===== config.mk =====
export PLATFORM = sky130hd
export DESIGN_NAME = sat_bin_unload
export DESIGN_NICKNAME = d
export VERILOG_FILES = /design/src/rtl/sat_bin_pkg.sv /design/src/rtl/sb_unload_buf.sv /design/src/rtl/sat_bin_unload.sv
export SDC_FILE = /design/constraint.sdc
export NUM_CORES = 1
export LEC_CHECK = 0
export BUFFER_PORTS_ARGS = -buffer_cell sky130_fd_sc_hd__buf_4
export CORE_UTILIZATION = 45
export CTS_BUF_LIST = sky130_fd_sc_hd__clkbuf_16
export DETAILED_ROUTE_END_ITERATION = 10
export GPL_ROUTABILITY_DRIVEN = 1
export GPL_TIMING_DRIVEN = 0
export PLACE_DENSITY_LB_ADDON = 0.3
export SETUP_SLACK_MARGIN = 0.4
export SKIP_CTS_REPAIR_TIMING = 1
export SLEW_MARGIN = 15
export SYNTH_ARGS = -nofsm -noshare
export SYNTH_HDL_FRONTEND = slang
export SYNTH_SLANG_ARGS = --single-unit

===== constraint.sdc =====
create_clock -name clk -period 2.7 [get_ports clk]
set_input_delay 0.54 -clock clk [delete_from_list [all_inputs] [get_ports clk]]
set_output_delay 0.54 -clock clk [all_outputs]
set_load 0.02 [all_outputs]

===== src/rtl/sat_bin_pkg.sv =====
// Shared types and default widths for the sat_bin unload engine.
// Module parameters default to these values, so WIDTH_OUT matches the default build.
package sat_bin_pkg;

  localparam int unsigned DEF_NUM_CLAUSES_A_BIN = 8;
  localparam int unsigned DEF_NUM_VARS_A_BIN    = 8;
  localparam int unsigned DEF_WIDTH_BIN_ID      = 10;
  localparam int unsigned DEF_WIDTH_CLAUSES     = 16;
  localparam int unsigned DEF_WIDTH_VAR         = 12;
  localparam int unsigned DEF_WIDTH_VAR_STATES  = 19;
  localparam int unsigned DEF_WIDTH_LVL_STATES  = 11;
  localparam int unsigned DEF_ADDR_WIDTH        = 9;

  localparam int unsigned WIDTH_OUT =
    DEF_WIDTH_VAR + DEF_WIDTH_VAR_STATES + DEF_WIDTH_LVL_STATES;

  typedef enum logic {
    KIND_CLAUSE = 1'b0,
    KIND_VAR    = 1'b1
  } kind_e;

  typedef enum logic [2:0] {
    ST_IDLE  = 3'd0,
    ST_RD_C  = 3'd1,
    ST_RD_V  = 3'd2,
    ST_DRAIN = 3'd3,
    ST_DONE  = 3'd4
  } state_e;

endpackage


===== src/rtl/sb_unload_buf.sv =====
// Two-entry beat FIFO {last, kind, addr, data} with valid/ready on both sides.
// An empty FIFO passes the incoming beat straight through so a read shows up one cycle after issue.
module sb_unload_buf
  import sat_bin_pkg::*;
#(
  parameter int unsigned ADDR_WIDTH = DEF_ADDR_WIDTH,
  parameter int unsigned DATA_WIDTH = WIDTH_OUT
) (
  input  logic                  clk,
  input  logic                  rst_n,
  input  logic                  in_valid_i,
  input  kind_e                 in_kind_i,
  input  logic [ADDR_WIDTH-1:0] in_addr_i,
  input  logic [DATA_WIDTH-1:0] in_data_i,
  input  logic                  in_last_i,
  output logic                  out_valid_o,
  input  logic                  out_ready_i,
  output kind_e                 out_kind_o,
  output logic [ADDR_WIDTH-1:0] out_addr_o,
  output logic [DATA_WIDTH-1:0] out_data_o,
  output logic                  out_last_o,
  output logic [1:0]            count_o
);

  localparam int unsigned EW = 2 + ADDR_WIDTH + DATA_WIDTH;

  logic [EW-1:0] mem_q [2];
  logic [EW-1:0] mem_d [2];
  logic          rd_ptr_q, rd_ptr_d;
  logic          wr_ptr_q, wr_ptr_d;
  logic [1:0]    count_q, count_d;

  logic [EW-1:0] in_entry;
  logic [EW-1:0] head;
  logic          empty;
  logic          push;
  logic          pop_mem;

  assign in_entry = {in_last_i, in_kind_i, in_addr_i, in_data_i};

  always_comb begin
    empty       = (count_q == 2'd0);
    out_valid_o = !empty || in_valid_i;
    head        = empty ? in_entry : mem_q[rd_ptr_q];
    if (!out_valid_o) begin
      head = '0;
    end
    // Bypass only when nothing is queued and the consumer takes it now.
    push    = in_valid_i && !(empty && out_ready_i);
    pop_mem = out_valid_o && out_ready_i && !empty;

    mem_d    = mem_q;
    wr_ptr_d = wr_ptr_q;
    rd_ptr_d = rd_ptr_q;
    if (push) begin
      mem_d[wr_ptr_q] = in_entry;
      wr_ptr_d        = ~wr_ptr_q;
    end
    if (pop_mem) begin
      rd_ptr_d = ~rd_ptr_q;
    end
    count_d = count_q + 2'(push) - 2'(pop_mem);
  end

  always_ff @(posedge clk or negedge rst_n) begin
    if (!rst_n) begin
      mem_q[0] <= '0;
      mem_q[1] <= '0;
      rd_ptr_q <= 1'b0;
      wr_ptr_q <= 1'b0;
      count_q  <= '0;
    end else begin
      mem_q    <= mem_d;
      rd_ptr_q <= rd_ptr_d;
      wr_ptr_q <= wr_ptr_d;
      count_q  <= count_d;
    end
  end

  assign out_last_o = head[EW-1];
  assign out_kind_o = kind_e'(head[EW-2]);
  assign out_addr_o = head[DATA_WIDTH +: ADDR_WIDTH];
  assign out_data_o = head[DATA_WIDTH-1:0];
  assign count_o    = count_q;

endmodule


===== src/rtl/sat_bin_unload.sv =====
// Read-back engine: walks the clause BRAM then the var/var-state/lvl-state BRAMs at 1-based
// addresses and streams every entry out on a valid/ready port for the host collector.
module sat_bin_unload
  import sat_bin_pkg::*;
#(
  parameter int unsigned NUM_CLAUSES_A_BIN = DEF_NUM_CLAUSES_A_BIN,
  parameter int unsigned NUM_VARS_A_BIN    = DEF_NUM_VARS_A_BIN,
  parameter int unsigned WIDTH_BIN_ID      = DEF_WIDTH_BIN_ID,
  parameter int unsigned WIDTH_CLAUSES     = DEF_WIDTH_CLAUSES,
  parameter int unsigned WIDTH_VAR         = DEF_WIDTH_VAR,
  parameter int unsigned WIDTH_VAR_STATES  = DEF_WIDTH_VAR_STATES,
  parameter int unsigned WIDTH_LVL_STATES  = DEF_WIDTH_LVL_STATES,
  parameter int unsigned ADDR_WIDTH        = DEF_ADDR_WIDTH
) (
  input  logic                                               clk,
  input  logic                                               rst,
  input  logic                                               start_i,
  input  logic [WIDTH_BIN_ID-1:0]                            nb_i,
  output logic                                               busy_o,
  output logic                                               done_o,
  output logic                                               ovf_o,
  output logic                                               ram_en_c_o,
  output logic [ADDR_WIDTH-1:0]                              ram_addr_c_o,
  input  logic [WIDTH_CLAUSES-1:0]                           ram_dout_c_i,
  output logic                                               ram_en_v_o,
  output logic [ADDR_WIDTH-1:0]                              ram_addr_v_o,
  input  logic [WIDTH_VAR-1:0]                               ram_dout_v_i,
  input  logic [WIDTH_VAR_STATES-1:0]                        ram_dout_vs_i,
  input  logic [WIDTH_LVL_STATES-1:0]                        ram_dout_ls_i,
  output logic                                               out_valid_o,
  input  logic                                               out_ready_i,
  output logic                                               out_kind_o,
  output logic [ADDR_WIDTH-1:0]                              out_addr_o,
  output logic [WIDTH_VAR+WIDTH_VAR_STATES+WIDTH_LVL_STATES-1:0] out_data_o,
  output logic                                               out_last_o
);

  localparam int unsigned WOUT = WIDTH_VAR + WIDTH_VAR_STATES + WIDTH_LVL_STATES;
  localparam int unsigned CWC  = WIDTH_BIN_ID + $clog2(NUM_CLAUSES_A_BIN);
  localparam int unsigned CWV  = WIDTH_BIN_ID + $clog2(NUM_VARS_A_BIN);
  localparam logic [ADDR_WIDTH-1:0] ADDR_MAX = '1;
  localparam logic [ADDR_WIDTH-1:0] ADDR_ONE = ADDR_WIDTH'(1);

  state_e                  state_q, state_d;
  logic [ADDR_WIDTH-1:0]   addr_q, addr_d;
  logic [ADDR_WIDTH-1:0]   end_c_q, end_c_d;
  logic [ADDR_WIDTH-1:0]   end_v_q, end_v_d;
  logic                    ovf_q, ovf_d;
  logic                    rd_valid_q, rd_valid_d;
  kind_e                   rd_kind_q, rd_kind_d;
  logic [ADDR_WIDTH-1:0]   rd_addr_q, rd_addr_d;
  logic                    rd_last_q, rd_last_d;

  logic [CWC-1:0]          nc_full;
  logic [CWV-1:0]          nv_full;
  logic                    nc_big, nv_big;
  logic                    can_issue;
  logic [WOUT-1:0]         rd_data;
  logic [1:0]              buf_count;
  logic                    buf_valid;
  logic                    buf_last;
  kind_e                   buf_kind;

  assign nc_full = CWC'(nb_i) * CWC'(NUM_CLAUSES_A_BIN);
  assign nv_full = CWV'(nb_i) * CWV'(NUM_VARS_A_BIN);
  assign nc_big  = nc_full > CWC'(ADDR_MAX);
  assign nv_big  = nv_full > CWV'(ADDR_MAX);

  // Queued beats plus the read still in the BRAM pipe must leave room for one more.
  assign can_issue = (buf_count + 2'(rd_valid_q)) < 2'd2;

  always_comb begin
    state_d      = state_q;
    addr_d       = addr_q;
    end_c_d      = end_c_q;
    end_v_d      = end_v_q;
    ovf_d        = ovf_q;
    rd_valid_d   = 1'b0;
    rd_kind_d    = rd_kind_q;
    rd_addr_d    = rd_addr_q;
    rd_last_d    = rd_last_q;
    ram_en_c_o   = 1'b0;
    ram_en_v_o   = 1'b0;
    ram_addr_c_o = '0;
    ram_addr_v_o = '0;

    unique case (state_q)
      ST_IDLE: begin
        if (start_i) begin
          end_c_d = nc_big ? ADDR_MAX : nc_full[ADDR_WIDTH-1:0];
          end_v_d = nv_big ? ADDR_MAX : nv_full[ADDR_WIDTH-1:0];
          ovf_d   = nc_big || nv_big;
          addr_d  = ADDR_ONE;
          state_d = (nb_i == '0) ? ST_DONE : ST_RD_C;
        end
      end
      ST_RD_C: begin
        ram_addr_c_o = addr_q;
        if (can_issue) begin
          ram_en_c_o = 1'b1;
          rd_valid_d = 1'b1;
          rd_kind_d  = KIND_CLAUSE;
          rd_addr_d  = addr_q;
          rd_last_d  = 1'b0;
          if (addr_q == end_c_q) begin
            addr_d  = ADDR_ONE;
            state_d = ST_RD_V;
          end else begin
            addr_d = addr_q + ADDR_ONE;
          end
        end
      end
      ST_RD_V: begin
        ram_addr_v_o = addr_q;
        if (can_issue) begin
          ram_en_v_o = 1'b1;
          rd_valid_d = 1'b1;
          rd_kind_d  = KIND_VAR;
          rd_addr_d  = addr_q;
          rd_last_d  = (addr_q == end_v_q);
          if (addr_q == end_v_q) begin
            state_d = ST_DRAIN;
          end else begin
            addr_d = addr_q + ADDR_ONE;
          end
        end
      end
      ST_DRAIN: begin
        // The last-flagged beat is the final one, so the buffer is empty once it transfers.
        if (buf_valid && out_ready_i && buf_last) begin
          state_d = ST_DONE;
        end
      end
      ST_DONE: begin
        state_d = ST_IDLE;
      end
      default: begin
        state_d = ST_IDLE;
      end
    endcase
  end

  always_ff @(posedge clk or negedge rst) begin
    if (!rst) begin
      state_q    <= ST_IDLE;
      addr_q     <= '0;
      end_c_q    <= '0;
      end_v_q    <= '0;
      ovf_q      <= 1'b0;
      rd_valid_q <= 1'b0;
      rd_kind_q  <= KIND_CLAUSE;
      rd_addr_q  <= '0;
      rd_last_q  <= 1'b0;
    end else begin
      state_q    <= state_d;
      addr_q     <= addr_d;
      end_c_q    <= end_c_d;
      end_v_q    <= end_v_d;
      ovf_q      <= ovf_d;
      rd_valid_q <= rd_valid_d;
      rd_kind_q  <= rd_kind_d;
      rd_addr_q  <= rd_addr_d;
      rd_last_q  <= rd_last_d;
    end
  end

  assign rd_data = (rd_kind_q == KIND_VAR) ? {ram_dout_v_i, ram_dout_vs_i, ram_dout_ls_i}
                                           : WOUT'(ram_dout_c_i);

  sb_unload_buf #(
    .ADDR_WIDTH(ADDR_WIDTH),
    .DATA_WIDTH(WOUT)
  ) u_buf (
    .clk        (clk),
    .rst_n      (rst),
    .in_valid_i (rd_valid_q),
    .in_kind_i  (rd_kind_q),
    .in_addr_i  (rd_addr_q),
    .in_data_i  (rd_data),
    .in_last_i  (rd_last_q),
    .out_valid_o(buf_valid),
    .out_ready_i(out_ready_i),
    .out_kind_o (buf_kind),
    .out_addr_o (out_addr_o),
    .out_data_o (out_data_o),
    .out_last_o (buf_last),
    .count_o    (buf_count)
  );

  assign out_valid_o = buf_valid;
  assign out_last_o  = buf_last;
  assign out_kind_o  = buf_kind;
  assign busy_o      = (state_q != ST_IDLE);
  assign done_o      = (state_q == ST_DONE);
  assign ovf_o       = ovf_q;

endmodule


==> results.md, run 1 <==
* EDFF count, synth at 0
* Predominant post-synthesis flop cell: dfrtp_1
* Final Max Slew Viols at 0
* Post-synth cell types at 55
* Tcrit/Tclk final at 0.9163
* Xor and xnor area share after synthesis at 0.01336
* Dpl hpwl at 13090 um
* Via count at 6382
* Critical Path RT at around 2.2 ns
* Leading area contributor after synthesis: dfrtp_1
* Vias/cell at 5.530
* Pwr dens at ~1300 nW/um^2
* CTS Buf Count at 17
* Die width at 127.8 um
* WP data arrival at between 1.5 and 2 ns
* # clock sinks at between 100 and 150
* Worst-Skew Late Latency at 0.42 ns
* Clk pin slew, worst setup/hold paths at 0.06 ns
* P_leak at around 0.0045 uW
* # diodes at 0
* Placement Setup Slack at -0.09760 ns
* VDD IR max at approximately 0.74 mV
* Synth warnings at 0
* Nets at about 1000
* Routed wire length at between 15000 and 20000 um
* P&R area growth vs syn at 40.43%
* Die area at roughly 16000 sq um
* Core ar. at 15310 sq um
* Gr usage total at 0.2373
* Critical Path Fanout Max at 7
* Buffers on Ports at 148
* Global-route wire length before repair at between 30000 and 40000 um
* Max_slew headroom at 0.5949
* Compound-Gate Fraction of Synth Area at 0.1368
* Final setup margin at 0.2260 ns
* Final setup vio count at 0
* Wire per inst at approximately 17 um
* Worst Clk Skew at 0.007124 ns
* Die H at 127.8 um
* CTS tree: done
* Global route overflow at 0
* Achievable Freq at just over 0.4 GHz
* Worst setup EP type: primary output
* Vias in the first global route at between 5000 and 6000
* Worst-margin pin slew at about 0.6 ns
* Adder-Cell Fraction of Synth Area at 0.005273
* Post-route cell area at between 9000 and 10000 sq um
* Share of cells above drive strength 1 at 0.3680
* Count leader, synth: nand2_1
* Startpoint class of the critical path: flop
* Routed Antenna Nets at 0
* Simple-Gate Fraction of Synth Area at 0.1647
* Area of the mapped netlist at a little over 7000 sq um
* I/O Pins at between 100 and 150
* Post-Synthesis Cells at 746
* Post-synthesis mux area share at 0.1447
* Largest family of logic cells by synthesized area: simple AND/OR/NAND/NOR gates
* Largest net degree at the start of global routing at between 90 and 100
* Tightest Hold Check Type: in2async
* Worst-case clock buffer depth at 2
* Synth top area cells: dfrtp_1 50%, mux2i_1 9.6%, o21ai_0 9.2%
* Synth async-reset ratio at 1.000
* WS Path Type: reg2out
* CTS Root Cell: clkbuf_16
* Routability cong. at around 0.83
* Drt drc at 0
* Status: finished, final reports clean
* Post-synth top cells: 149 x nand2_1, 141 x dfrtp_1, 131 x o21ai_0, 68 x mux2i_1, 31 x mux2_2
* Placed inst area at between 8000 and 9000 sq um
* Row count at 45
* Iteration-0 DRC Markers at about 390
* Fin. Hold Viols at 0
* Sequential share of the synthesized area at 0.4957
* Starting Density at 0.4648
* Pre-antenna DRT Iters at 5
* Synth Net Count at around 820
* Share of the synthesized area in the top cell type at 0.4957
* Flops & latches, synth at 141
* MaxCap Viol Count at 0
* Post-Syn Area per Cell at 9.542 sq um
* Initial antenna violation count at 0
* Min cycle time layout at between 2 and 2.5 ns
* RSZ-0062 raised after global routing: true
* H-Tree Depth at 4
==> cells in the final DEF (no fill, tap or decap), drive strengths merged, types with 5 or more instances in the layout <==
cell type,synthesis,routed
buf,25,196
nand2,150,150
dfrtp,141,141
o21ai,131,131
mux2i,68,68
clkbuf,31,44
mux2,31,31
nand4,18,18
nand3,18,18
nor2,18,18
o22ai,17,17
and3,15,15
inv,9,12
xor2,8,8
clkinv,0,8
o211ai,7,7
and2,6,6
nor2b,5,5
==> report_power, final <==
group	internal, uW	switching [uW]
Combinational	3170	4060
Clock	1430	877
Sequential	3090	614
==> area by class of cell <==
| cell class | instances | area [sq um] |
|---|---|---|
| clock buffer | 17 | 425.4 |
| inverter | 9 | 33.78 |
| clock inverter | 14 | 156.4 |
| fill | 1249 | 5319 |
| buffer | 57 | 399.1 |
| tap | 211 | 264.0 |
| multi-input combinational | 539 | 3771 |
| timing repair buffer | 166 | 1415 |
| sequential | 141 | 3531 |
==> through the flow <==
step,cells,total power (uW),util,hold slack (ns),TNS [ns]
finish,1154,13250,0.6527,0.03522,0
CTS,1137,12060,0.5949,0.04405,-16.76
floorplan,746,7519,-,0.2444,0
detailed placement,1106,9734,0.5569,0.4649,-0.4461
global placement,1105,9593,0.5547,0.4560,-0.2049
global route,1154,14050,0.6527,0.04975,0
==> registers in the layout, indices dropped and copies added (netlist names) <==
register and cells:
rd_kind_q 1, rd_valid_q 1, rd_last_q 1, rd_addr_q 9, u_buf.wr_ptr_q 1, u_buf.count_o 2, u_buf.rd_ptr_q 1, end_v_q 7
u_buf.mem_q 106, addr_q 9, state_q 3
==> routing by layer <==
metal,GRT usage,vias up,share of wire
met3,0.04674,18,0.053
met2,0.3836,203,0.48
met1,0.3282,3162,0.45
li1,-,2999,-
met4,0.05952,0,0.012
met5,0,-,0
==> path summary, 6_finish.rpt <==
check	start	to	slack (ns)	cells after the start
worst max register to register	u_buf.count_o[1]$_DFF_PN0_	state_q[0]$_DFFE_PN0P_	0.46	7
worst min-delay path	rst	u_buf.mem_q[9]$_DFFE_PN0P_	0.04	1
min in group clk	nb_i[5]	end_v_q[8]$_DFFE_PN0P_	0.40	3
worst max-delay path	u_buf.count_o[0]$_DFF_PN0_	out_data_o[27]	0.23	8
worst min register to register	u_buf.mem_q[105]$_DFFE_PN0P_	u_buf.mem_q[105]$_DFFE_PN0P_	0.47	2
max in group asynchronous	rst	addr_q[0]$_DFFE_PN0P_	1.90	2
==> kinds of logic (layout without fill, tap and decap cells) <==
| group | after synthesis | count (layout) |
|---|---|---|
| multiplexers | 99 | 99 |
| buffers and inverters | 66 | 263 |
| adder cells (fa/ha/maj) | 3 | 3 |
| XOR/XNOR | 10 | 10 |
| AO/OA/AOI/OAI | 173 | 173 |
| AND/OR/NAND/NOR | 254 | 254 |
| flip-flops | 141 | 141 |
==> critical path, cell delays in order, from the launching register on <==
cell       delay, ns
dfrtp_2         0.43
nor2_4          0.20
buf_6           0.16
and3_4          0.18
buf_8           0.13
clkbuf_16       0.15
nand2_1         0.05
o21ai_1         0.06
buf_4           0.15
(Power assumes the default switching activity.)
==> inputs of run 2 (changes only) <==
--- a/config.mk
+++ b/config.mk
@@ -6,11 +6,13 @@
 export NUM_CORES = 1
 export LEC_CHECK = 0
 export BUFFER_PORTS_ARGS = -buffer_cell sky130_fd_sc_hd__buf_4
+export CORE_MARGIN = 2
 export CORE_UTILIZATION = 45
 export CTS_BUF_LIST = sky130_fd_sc_hd__clkbuf_16
 export DETAILED_ROUTE_END_ITERATION = 10
 export GPL_ROUTABILITY_DRIVEN = 1
 export GPL_TIMING_DRIVEN = 0
+export MAX_ROUTING_LAYER = met4
 export PLACE_DENSITY_LB_ADDON = 0.3
 export SETUP_SLACK_MARGIN = 0.4
 export SKIP_CTS_REPAIR_TIMING = 1
==> run 2 against run 1 <==
  * Worst setup slack better by 0.020 ns
  * Maximum frequency up 0.83%
  * Clock skew down 0.0021 ns
  * Global-route usage down 0.22 points
  * Sequential power about the same
  * Hold slack better by 0.0078 ns
  * Non-clock buffer count down 7
  * Register-to-register slack better by 0.07 ns
  * First-iteration DRC count up 42%
  * Core utilization down 2.5 points
  * Critical path type unchanged
  * Largest power group unchanged
  * Highest routed layer unchanged
==> results.md, run 2 (same netlist as run 1, synthesis figures left out) <==
* Worst Clk Skew at 0.004999 ns (was 0.007124 ns)
* Fin. Hold Viols at 0 (unchanged)
* Most frequent cells in the layout: 154 x buf_4, 139 x dfrtp_1, 136 x nand2_1 (was 140 x buf_4, 139 x dfrtp_1, 134 x nand2_1)
* Crit-path max cell delay at 0.44 ns (was 0.43 ns)
* Die width at 129.8 um (was 127.8 um)
* Min cycle time layout at 2.454 ns (was 2.474 ns)
* Core ar. at 15310 sq um (unchanged)
* Cell Int Power at 7426 uW (was 7701 uW)
* Sw Share at 0.4184 (was 0.4190)
* Wire per inst at 17.05 um (was 17.01 um)
* # diodes at 0 (unchanged)
* Vias/cell at 5.529 (was 5.530)
* Achievable Freq at 0.4075 GHz (was 0.4042 GHz)
* Status: finished, final reports clean (unchanged)
* Clk pwr share at 0.189 (was 0.174)
* Biggest regs: u_buf.mem_q (106), addr_q (9), rd_addr_q (9) (unchanged)
* Worst-case clock buffer depth at 2 (unchanged)
* Pre-antenna DRT Iters at 7 (was 5)
* VDD IR max at 0.6206 mV (was 0.7427 mV)
* Leading cell type in the layout, fill and taps excluded: buf_4 (unchanged)
* Placed inst area at 8529 sq um (unchanged)
* H-Tree Depth at 4 (unchanged)
* Initial antenna violation count at 0 (unchanged)
* RSZ-0062 raised after global routing: true (unchanged)
* Register share of total power at 0.290 (was 0.280)
* Share of cells above drive strength 1 at 0.3394 (was 0.3680)
* Largest register FFs at 106 (unchanged)
* Met3 routed WL at 1144 um (was 1043 um)
* Routed wire length at 19570 um (was 19630 um)
* Met1 wire length at 8682 um (was 8886 um)
* Worst-path cell chain: nor2_4 -> buf_6 -> and3_4 -> buf_6 -> clkbuf_16 -> o21bai_4 -> buf_6 (was nor2_4 -> buf_6 -> and3_4 -> buf_8 -> clkbuf_16 -> nand2_1 -> o21ai_1 -> buf_4)
* Setup TNS at 0 ns (unchanged)
* Worst setup EP type: primary output (unchanged)
* Tcrit/Tclk final at 0.9088 (was 0.9163)
* Worst reg-to-reg path cell count at 7 (unchanged)
* Top reg by flops: u_buf.mem_q (unchanged)
* Largest net degree at the start of global routing at 86 (was 91)
* Cell family with most CP delay: buffers and inverters (unchanged)
* Via count at 6347 (was 6382)
* Cell repeated most along the worst path: buf_6
* Max_slew headroom at 0.5441 (was 0.5949)
* Routed Antenna Nets at 0 (unchanged)
* Part of the power in combinational logic at 0.521 (was 0.546)
* Post-route cell area at 9605 sq um (was 9996 sq um)
* P_leak at 0.004447 uW (was 0.004522 uW)
* Die area at 16840 sq um (was 16330 sq um)
* Reg2Reg Setup Slack at 0.53 ns (was 0.46 ns)
* Tightest Hold Check Type: in2async (unchanged)
* Switch Pwr at 5342 uW (was 5553 uW)
* Clk pin slew, worst setup/hold paths at 0.06 ns (about the same)
* Vias in the first global route at 5956 (was 5896)
* RR Endpoint: u_buf.mem_q[4]$_DFFE_PN0P_ (was state_q[0]$_DFFE_PN0P_)
* Routability cong. at 0.8363 (was 0.8325)
* MaxCap Viol Count at 0 (unchanged)
* Critical Path Fanout Max at 5 (was 7)
* CP max stage cell: dfrtp_2 (unchanged)
* Met2 routed WL at 9357 um (was 9461 um)
* Global route overflow at 0 (unchanged)
* Global-route wire length before repair at 29960 um (was 30240 um)
* Drt drc at 0 (unchanged)
* P&R area growth vs syn at 34.94% (was 40.43%)
* # clock sinks at 141 (unchanged)
* Worst-Skew Late Latency at 0.42 ns (about the same)
* Buffers on Ports at 148 (unchanged)
* CP Buf/Inv Count at 4 (unchanged)
* CTS tree: done (unchanged)
* Pwr dens at 1329 nW/um^2 (was 1326 nW/um^2)
* Iteration-0 DRC Markers at 546 (was 385)
* WP data arrival at 1.91 ns (was 1.93 ns)
* Row count at 45 (unchanged)
* Worst R2R Start: u_buf.count_o[0]$_DFF_PN0_ (was u_buf.count_o[1]$_DFF_PN0_)
* Top Metal Used: met4 (unchanged)
* Startpoint class of the critical path: flop (unchanged)
* Final setup vio count at 0 (unchanged)
* CTS Root Cell: clkbuf_16 (unchanged)
* Starting Density at 0.4648 (unchanged)
* I/O Pins at 149 (unchanged)
* Gr usage total at 0.2351 (was 0.2373)
* WS Path Type: reg2out (unchanged)
* Die H at 129.8 um (was 127.8 um)
* CTS Buf Count at 17 (unchanged)
* Nets at 999 (was 1006)
* Worst-margin pin slew at 0.6839 ns (was 0.6022 ns)
* Critical Path RT at 2.16 ns (about the same)
* Dpl hpwl at 13310 um (was 13090 um)
* Final Max Slew Viols at 0 (unchanged)
## run 2: area by class of cell
cell class	count	area, sq um
Multi-Input combinational cell	539	3511
Fill cell	1291	5709
Sequential cell	141	3531
Timing Repair Buffer	159	1277
Clock inverter	15	178.9
Clock buffer	17	425.4
Inverter	9	33.78
Buffer	57	384.1
Tap cell	211	264.0
## run 2: worst max path at each step
stage	cells past startpoint	end	slack, ns	from
after detailed placement	7	out_kind_o	-0.07	u_buf.count_o[0]$_DFF_PN0_
after global placement	7	out_kind_o	-0.06	u_buf.count_o[1]$_DFF_PN0_
final	7	out_kind_o	0.25	u_buf.count_o[0]$_DFF_PN0_
after floorplan	4	out_addr_o[0]	0.45	u_buf.rd_ptr_q$_DFFE_PN0P_
after CTS	7	out_kind_o	-0.53	u_buf.count_o[1]$_DFF_PN0_
after global routing	8	out_data_o[22]	0.18	u_buf.count_o[0]$_DFF_PN0_
## run 2: power groups by stage
stage / Sequential (uW) / Combinational [uW] / Clock (uW)
finish: 3700 / 6660 / 2410
global route: 3810 / 7180 / 2530
CTS: 3680 / 6070 / 2430
detailed placement: 3710 / 6040 / 0
global placement: 3660 / 5940 / 0
floorplan: 3540 / 3980 / 0
## run 2: per-stage QoR
step	worst slack, ns	power [uW]	utilization	hold slack (ns)	cells
global placement	-0.06000	9601	0.5547	0.4561	1105
global route	0.1801	13520	0.6272	0.06501	1148
floorplan	0.4467	7519	-	0.2444	746
detailed placement	-0.06586	9747	0.5569	0.4645	1106
CTS	-0.5272	12180	0.5964	0.05039	1138
finish	0.2462	12770	0.6272	0.04300	1148
## run 2: metal layers
| metal | vias up | track usage |
|---|---|---|
| li1 | 2972 | - |
| met2 | 212 | 0.3637 |
| met5 | - | - |
| met1 | 3125 | 0.3127 |
| met3 | 38 | 0.04305 |
| met4 | 0 | 0.08476 |
==> inputs of run 3 (changes only) <==
--- a/config.mk
+++ b/config.mk
@@ -14,6 +14,7 @@
 export GPL_TIMING_DRIVEN = 0
 export MAX_ROUTING_LAYER = met4
 export PLACE_DENSITY_LB_ADDON = 0.3
+export RECOVER_POWER = 50
 export SETUP_SLACK_MARGIN = 0.4
 export SKIP_CTS_REPAIR_TIMING = 1
 export SLEW_MARGIN = 15
==> run 3 against run 2 <==
  * The flow now finishes with violations (max-capacitance violations)
  * Sequential power barely moved
  * Wire length fell by 0.19%
  * Clock skew rose by 0.0016 ns
  * Cell area fell by 0.26%
  * Via count barely moved
  * First-iteration DRC count fell by 7.5%
  * Combinational power barely moved
  * Worst setup slack got worse by 0.0040 ns
  * Critical path type is now reg2reg
  * Critical endpoint is now u_buf.mem_q[4]$_DFFE_PN0P_
  * Largest cell class unchanged
==> results.md, run 3 (same netlist as run 1, synthesis figures left out) <==
* Status: finished with violations (was finished, final reports clean)
* Failing checks: max-capacitance violations
* Reg2Reg Setup Slack at 0.24 ns (was 0.53 ns)
* Fin. Hold Viols at 0 (unchanged)
* Min cycle time layout at 2.458 ns (was 2.454 ns)
* Core ar. at 15310 sq um (unchanged)
* Leading cell type in the layout, fill and taps excluded: buf_4 (unchanged)
* Nets at 999 (unchanged)
* Max_slew headroom at 0.001602 (was 0.5441)
* RSZ-0062 raised after global routing: true (unchanged)
* VDD IR max at 0.6166 mV (was 0.6206 mV)
* Clk pin slew, worst setup/hold paths at 0.06 ns (about the same)
* Global route overflow at 0 (unchanged)
* Util after Layout at 0.6256 (was 0.6272)
* Worst-case clock buffer depth at 2 (unchanged)
* Achievable Freq at 0.4069 GHz (was 0.4075 GHz)
* CTS Root Cell: clkbuf_16 (unchanged)
* Worst Clk Skew at 0.006606 ns (was 0.004999 ns)
* Buffers on Ports at 148 (unchanged)
* Routability cong. at 0.8363 (unchanged)
* Largest net degree at the start of global routing at 86 (unchanged)
* WP data arrival at 2.73 ns (was 1.91 ns)
* Global-route wire length before repair at 29960 um (unchanged)
* Largest register FFs at 106 (unchanged)
* CTS Buf Count at 17 (unchanged)
* Die area at 16840 sq um (unchanged)
* # clock sinks at 141 (unchanged)
* Row count at 45 (unchanged)
* RR Endpoint: u_buf.mem_q[4]$_DFFE_PN0P_ (unchanged)
* P_leak at 0.004434 uW (was 0.004447 uW)
* Placement Setup Slack at -0.06586 ns (unchanged)
* Pwr dens at 1330 nW/um^2 (was 1329 nW/um^2)
* Clk pwr share at 0.190 (was 0.189)
* I/O Pins at 149 (unchanged)
* Final Max Slew Viols at 0 (unchanged)
* Seq. cell area at 3530 sq um (was 3531 sq um)
* Pre-antenna DRT Iters at 5 (was 7)
* Crit path launch: rd_valid_q$_DFF_PN0_ (was u_buf.count_o[0]$_DFF_PN0_)
* Hold WS at 0.3854 ns (was 0.04300 ns)
* Worst-margin pin slew at 1.498 ns (was 0.6839 ns)
* Final setup margin at 0.2422 ns (was 0.2462 ns)
* Register share of total power at 0.290 (about the same)
* Worst-Skew Late Latency at 0.42 ns (about the same)
* Total chip power at 12740 uW (was 12770 uW)
* Final setup vio count at 0 (unchanged)
* Hold path start: nb_i[2]
* Iteration-0 DRC Markers at 505 (was 546)
* MaxCap Viol Count at 1 (was 0)
* CTS tree: done (unchanged)
* Hold path endpoint: end_v_q[5]$_DFFE_PN0P_
* Startpoint class of the critical path: flop (unchanged)
* Worst reg-to-reg path cell count at 7 (unchanged)
* Cell Int Power at 7407 uW (was 7426 uW)
* Tcrit/Tclk final at 0.9103 (was 0.9088)
* WS Path Type: reg2reg (was reg2out)
* Starting Density at 0.4648 (unchanged)
* Vias/cell at 5.525 (was 5.529)
* Hold depth at 3
* H-Tree Depth at 4 (unchanged)
* Wire per inst at 17.01 um (was 17.05 um)
* Initial antenna violation count at 0 (unchanged)
* Worst setup EP type: flop (was primary output)
* # diodes at 0 (unchanged)
* Fill cell count at 1299 (was 1291)
* P&R area growth vs syn at 34.59% (was 34.94%)
* Die H at 129.8 um (unchanged)
* Multi-input logic area at 3503 sq um (was 3511 sq um)
* Gr usage total at 0.2351 (unchanged)
* Switch Pwr at 5333 uW (was 5342 uW)
* Routed Antenna Nets at 0 (unchanged)
* Via count at 6343 (was 6347)
* Tightest Hold Check Type: in2reg (was in2async)
* Part of the power in combinational logic at 0.520 (was 0.521)
* Dpl hpwl at 13310 um (unchanged)
* Routed wire length at 19530 um (was 19570 um)
* Share of cells above drive strength 1 at 0.3340 (was 0.3394)
* Worst R2R Start: rd_valid_q$_DFF_PN0_ (was u_buf.count_o[0]$_DFF_PN0_)
* Sw Share at 0.4186 (was 0.4184)
* Die width at 129.8 um (unchanged)
* Top reg by flops: u_buf.mem_q (unchanged)
* Vias in the first global route at 5956 (unchanged)
* Critical Path RT at 2.98 ns (was 2.16 ns)
* Drt drc at 0 (unchanged)
* Most frequent cells in the layout: 152 x buf_4, 140 x dfrtp_1, 136 x nand2_1 (was 154 x buf_4, 139 x dfrtp_1, 136 x nand2_1)
* Biggest regs: u_buf.mem_q (106), addr_q (9), rd_addr_q (9) (unchanged)
* Critical Path Fanout Max at 10 (was 5)
## run 3: cell count changes in the layout (fill, tap and decap cells not counted)
| cell | delta |
|---|---|
| dfrtp_1 | +1 |
| buf_2 | -2 |
| nor2_1 | +1 |
| a21boi_0 | +1 |
| clkbuf_4 | +1 |
| clkbuf_2 | +1 |
| dfrtp_2 | -1 |
| buf_4 | -2 |
| nor2_4 | -1 |
| clkbuf_1 | +3 |
| a21boi_1 | -1 |
| buf_8 | -1 |
## run 3: how the worst max path moves through the flow
stage | endpoint | slack (ns) | cells past startpoint
after detailed placement | out_kind_o | -0.07 | 7
after floorplan | out_addr_o[0] | 0.45 | 4
final | u_buf.mem_q[4]$_DFFE_PN0P_ | 0.24 | 7
after global routing | u_buf.mem_q[74]$_DFFE_PN0P_ | 0.1 | 7
after global placement | out_kind_o | -0.06 | 7
after CTS | out_kind_o | -0.53 | 7
## run 3: metal layers
metal  vias to the layer above  GRT usage  wire length (um)
li1                       2974          -                 -
met1                      3124     0.3127              8682
met2                       209     0.3637              9346
met3                        36    0.04305              1106
met4                         0    0.08476               397
met5                         -          -                 0
## run 3: worst max-delay path, stage by stage, from the launching register on
cell and delay, ns:
dfrtp_1 0.31, clkbuf_1 0.35, a21boi_0 0.51, nand2_1 0.26
buf_1 0.38, buf_2 0.31, nand2_1 0.09, o21ai_0 0.09
## run 3: stage by stage
stage | setup TNS, ns | std cells | instance area [sq um]
6_report | 0 | 1148 | 9580
5_1_grt | 0 | 1148 | 9580
4_1_cts | -16.37 | 1138 | 9134
3_5_place_dp | -0.2180 | 1106 | 8529
3_3_place_gp | -0.08314 | 1105 | 8494
2_1_floorplan | 0 | 746 | 7119
## run 3: final cells by class
class / instances / area share
Clock inverter: 15 / 0.01868
Buffer: 57 / 0.03983
Multi-Input combinational cell: 539 / 0.3657
Inverter: 9 / 0.003526
Timing Repair Buffer: 159 / 0.1319
Clock buffer: 17 / 0.04440
Sequential cell: 141 / 0.3684
Tap cell: 211 / 0.02756
## run 3: power by group through the flow
stage / Combinational, uW / Clock (uW) / Sequential [uW]
finish: 6630 / 2420 / 3690
detailed placement: 6040 / 0 / 3710
floorplan: 3980 / 0 / 3540
global placement: 5940 / 0 / 3660
CTS: 6070 / 2430 / 3680
global route: 7160 / 2530 / 3810
